### src/rtl/muldiv_stall_ctrl.sv
// Issue/stall sequencer for the shared iterative mul/div unit in EXE.
// Counts the unit's fixed latency, latches the result and counts stall cycles.
module muldiv_stall_ctrl #(
  parameter int MUL_LAT = 4,
  parameter int DIV_LAT = 32,
  parameter int CNT_W   = 6
) (
  input  logic        clk,
  input  logic        rst_n,
  input  logic        md_valid_EXE,
  input  logic        md_is_div_EXE,
  input  logic        flush_EXE,
  input  logic        hold_EXE,
  input  logic [31:0] unit_result,
  output logic        unit_start,
  output logic        unit_is_div,
  output logic        unit_abort,
  output logic        stall_req,
  output logic        md_ready_EXE,
  output logic [31:0] result_EXE,
  output logic [31:0] stall_cycles
);

  typedef enum logic [1:0] {
    S_IDLE = 2'd0,
    S_BUSY = 2'd1,
    S_DONE = 2'd2
  } state_e;

  localparam logic [CNT_W-1:0] MUL_LOAD = CNT_W'(MUL_LAT - 1);
  localparam logic [CNT_W-1:0] DIV_LOAD = CNT_W'(DIV_LAT - 1);

  state_e            state_q, state_d;
  logic [CNT_W-1:0]  cnt_q, cnt_d;
  logic              is_div_q, is_div_d;
  logic [31:0]       result_q, result_d;
  logic [31:0]       stall_cnt_q, stall_cnt_d;
  logic              start_s, start_is_div_s, abort_s, stall_s;

  // Next-state, counter, result capture and unit handshake decode.
  always_comb begin
    state_d        = state_q;
    cnt_d          = cnt_q;
    is_div_d       = is_div_q;
    result_d       = result_q;
    start_s        = 1'b0;
    start_is_div_s = 1'b0;
    abort_s        = 1'b0;
    case (state_q)
      S_IDLE: begin
        if (md_valid_EXE && !flush_EXE) begin
          start_s        = 1'b1;
          start_is_div_s = md_is_div_EXE;
          cnt_d          = md_is_div_EXE ? DIV_LOAD : MUL_LOAD;
          is_div_d       = md_is_div_EXE;
          state_d        = S_BUSY;
        end else begin
          state_d = S_IDLE;
        end
      end
      S_BUSY: begin
        if (flush_EXE) begin
          abort_s = 1'b1;
          state_d = S_IDLE;
        end else if (cnt_q == {CNT_W{1'b0}}) begin
          result_d = unit_result;
          state_d  = S_DONE;
        end else begin
          cnt_d = cnt_q - CNT_W'(1);
        end
      end
      S_DONE: begin
        if (flush_EXE || !hold_EXE) begin
          state_d = S_IDLE;
        end else begin
          state_d = S_DONE;
        end
      end
      default: begin
        state_d = S_IDLE;
      end
    endcase
  end

  // Stall request and saturating stall counter; gated by rst_n so reset quiets all outputs.
  always_comb begin
    stall_s     = rst_n & md_valid_EXE & ~flush_EXE & (state_q != S_DONE);
    stall_cnt_d = stall_cnt_q;
    if (stall_s && (stall_cnt_q != 32'hFFFF_FFFF)) begin
      stall_cnt_d = stall_cnt_q + 32'd1;
    end else begin
      stall_cnt_d = stall_cnt_q;
    end
  end

  // State and datapath registers.
  always_ff @(posedge clk or negedge rst_n) begin
    if (!rst_n) begin
      state_q     <= S_IDLE;
      cnt_q       <= {CNT_W{1'b0}};
      is_div_q    <= 1'b0;
      result_q    <= 32'h0000_0000;
      stall_cnt_q <= 32'h0000_0000;
    end else begin
      state_q     <= state_d;
      cnt_q       <= cnt_d;
      is_div_q    <= is_div_d;
      result_q    <= result_d;
      stall_cnt_q <= stall_cnt_d;
    end
  end

  assign unit_start   = rst_n & start_s;
  assign unit_is_div  = rst_n & start_is_div_s;
  assign unit_abort   = rst_n & abort_s;
  assign stall_req    = stall_s;
  assign md_ready_EXE = (state_q == S_DONE);
  assign result_EXE   = result_q;
  assign stall_cycles = stall_cnt_q;

endmodule

### config.mk
export PLATFORM = sky130hd
export DESIGN_NAME = muldiv_stall_ctrl
export DESIGN_NICKNAME = d
export VERILOG_FILES = /design/src/rtl/muldiv_stall_ctrl.sv
export SDC_FILE = /design/constraint.sdc
export NUM_CORES = 1
export LEC_CHECK = 0
export ABC_AREA = 0
export CORE_MARGIN = 8
export CORE_UTILIZATION = 30
export CTS_BUF_LIST = sky130_fd_sc_hd__clkbuf_2 sky130_fd_sc_hd__clkbuf_4 sky130_fd_sc_hd__clkbuf_8
export DETAILED_ROUTE_END_ITERATION = 10
export SYNTH_ARGS = -nofsm -noshare
export SYNTH_HDL_FRONTEND = slang
export SYNTH_SLANG_ARGS = --single-unit
### constraint.sdc
create_clock -name clk -period 2.37 [get_ports clk]
set_clock_uncertainty 0.05 [all_clocks]
set_input_delay 0.3555 -clock clk [delete_from_list [all_inputs] [get_ports clk]]
set_output_delay 0.3555 -clock clk [all_outputs]
set_load 0.02 [all_outputs]
==> impl_metrics.toml <==
[place]
dpl.hpwl_mm = 6.24
placedCellCount = 527
io_buffers = 106
gp_congestion = 0.765

[synth]
synthesis.area_mm2 = 0.00328
syn_avg_cell_area_um2 = 12.0
yosysWarnings = 0
synth_cells = 272
synth-seq-cells = 72
synth_edf_count = 0
ys_types = 40
synth_nets = 313
yosysTopAreaCellShare = 0.550
synth.area.top_cells = "dfrtp_1 (55%), mux2_2 (11%), xnor2_1 (6.4%), nand3_1 (3.4%), nand4_1 (1.9%)"
ys_seq_area_frac = 0.550
async_flop_share = 1.00
synth_flop_cell = "dfrtp_1"
yosysTopAreaCell = "dfrtp_1"

[route]
ant_nets = 0
finalWirelength_mm = 8.09
vias = 2514
wire_per_inst_um = 14.9
firstDrtPassIters = 4
drt_iter0_markers = 95
vias_per_cell = 4.63
drc = 0

[die]
rows = 38
die_width_um = 121
core_area_mm2 = 0.0107
initial_core_util = 0.305
io_pins = 107
dieArea_mm2 = 0.0145
die_y_um = 121

[worst_hold_path]
hold_class = "in2async"

[grt]
grt_pass1_vias = 2622
grt_pass1_wl_mm = 13.4
grt.total_usage = 0.115
antenna_found_initial = 0
gr-total-overflow = 0
grt_max_degree = 61

[timing]
rsz0062_at_grt = "false"
worstMarginPinSlew_ps = 769
timing.final.hold_violations = 0
tns_ps = 0
post-route-period-util = 0.966
relSlewSlack = 0.487
slew_viol_final = 0
period_minus_slack_ps = 2290
setup_viol = 0
clock.fmax_ghz = 0.437

[clocking]
cts_buffer_depth = 2
post_cts_buffers = 0
cts_inserted_buffers = 9
htree_levels = 3
clk_pin_slew_ps = 80
cts_tree = "built"
clk_latency_ps = 340
clockRootBuffer = "clkbuf_8"
cts.sinks = 72

[worst_setup_path]
crit_path_max_fanout = 2
r2r_slack_ps = 400
critPathArrivalTime_ps = 1880
crit_type = "in2out"
end_kind = "output pin"
reg2regPathDepth = 7
regToRegEndpoint = "stall_cycles[31]"
critPathRequiredTime_ps = 1960
startpoint_type = "input pin"
r2r_start = "stall_cycles[0]"

[power_and_ir_drop]
ir_drop_mv = 0.419
powerDensity_mw_per_mm2 = 587
total_power_mw = 2.82
leakage_nw = 2.12

[cells_and_area]
finalNetCount = 440
area_growth_pct = 46.4
fillers = 1037
utilization = 0.446
layout-drive-gt1-share = 0.186
post_layout_nonfiller_instances = 543
antenna_cells = 0

[run]
maxCapViolCount = 0

[outcome]
status = "complete, no violations"
## timing repair
action	4_1_cts	5_1_grt
setup endpoints to repair	2	0
hold endpoints to repair	12	0
hold buffers	1	0
gates resized for setup	2	0
## synthesized netlist by cell type (all sizes together) (5+ instances only)
| cell | count |
|---|---|
| xnor2 | 24 |
| nor3 | 11 |
| dfrtp | 72 |
| nand2 | 14 |
| nand3 | 22 |
| buf | 5 |
| a21oi | 6 |
| and3 | 8 |
| inv | 6 |
| nor2 | 15 |
| mux2 | 33 |
| nand4 | 12 |
| xor2 | 6 |
## sequential cells by signal, indices dropped and copies added (netlist names)
name	cells
state_q	2
cnt_q	6
stall_cycles	32
result_EXE	32
## metal layers
layer	global-route usage	part of all wire	vias to the layer above
met5	0	0	-
met4	0.0539	0.017	0
met3	0.0420	0.093	11
met2	0.174	0.44	79
met1	0.144	0.45	1208
li1	-	-	1216
## layout by cell type, fill, tap and decap left out, types with 3 or more instances in the layout
master,count
nand3b_1,4
buf_4,16
nand2_1,14
nand4_1,10
clkinvlp_4,3
a21oi_1,6
nor3_1,9
nand2b_1,3
o21ai_0,4
and3_1,7
xnor2_1,24
nor4_1,3
ha_1,3
inv_1,6
nor2_1,15
mux2_2,33
dfrtp_1,72
clkdlybuf4s50_1,103
nand3_1,22
clkbuf_8,10
xor2_1,6
## worst max-delay path, cell delays in order
cell and delay [ps]:
clkdlybuf4s50_1 410, buf_4 140, nor4_1 310, clkdlybuf4s50_1 660
## cell type report
type | instances | area (µm²) | share of cell area
clock inverter | 5 | 57.6 | 0.0120
tap | 140 | 175 | 0.0365
sequential | 72 | 1800 | 0.376
multi-input combinational | 187 | 1420 | 0.296
inverter | 7 | 26.3 | 0.00548
clock buffer | 10 | 138 | 0.0287
timing repair buffer | 122 | 1180 | 0.246
## how the worst max path moves through the flow
stage / startpoint / cells past startpoint / to / slack, ps
floorplan: state_q[0] / 2 / unit_is_div / 420
global placement: md_valid_EXE / 5 / stall_req / -70
detailed placement: md_valid_EXE / 5 / stall_req / -80
CTS: flush_EXE / 4 / unit_start / 50
global route: flush_EXE / 4 / unit_start / 10
finish: flush_EXE / 4 / unit_start / 80
## through the flow
step                hold slack (ps)  area, µm²  worst slack [ps]
floorplan                      9.91       3280               422
global placement                297       4590             -67.0
detailed placement              298       4590             -78.0
CTS                             194       4800              54.5
global route                    219       4800              14.3
finish                          151       4800              80.5
## kinds of logic (layout without fill, tap and decap cells)
family          after synthesis  after routing  synth area share
mux                          33             33             0.113
xor+xnor                     30             30            0.0802
compound gates               17             17            0.0409
buf+inv                      13            144            0.0168
flops                        72             72             0.550
fa+ha+maj                     3              3            0.0115
simple gates                104            104             0.187
## power by group
part           internal, mW  switching [mW]
Sequential             1.31          0.0885
Clock                 0.507           0.449
Combinational         0.248           0.218
Total                  2.06           0.755
Note: power is estimated with default switching activity, not from simulation.
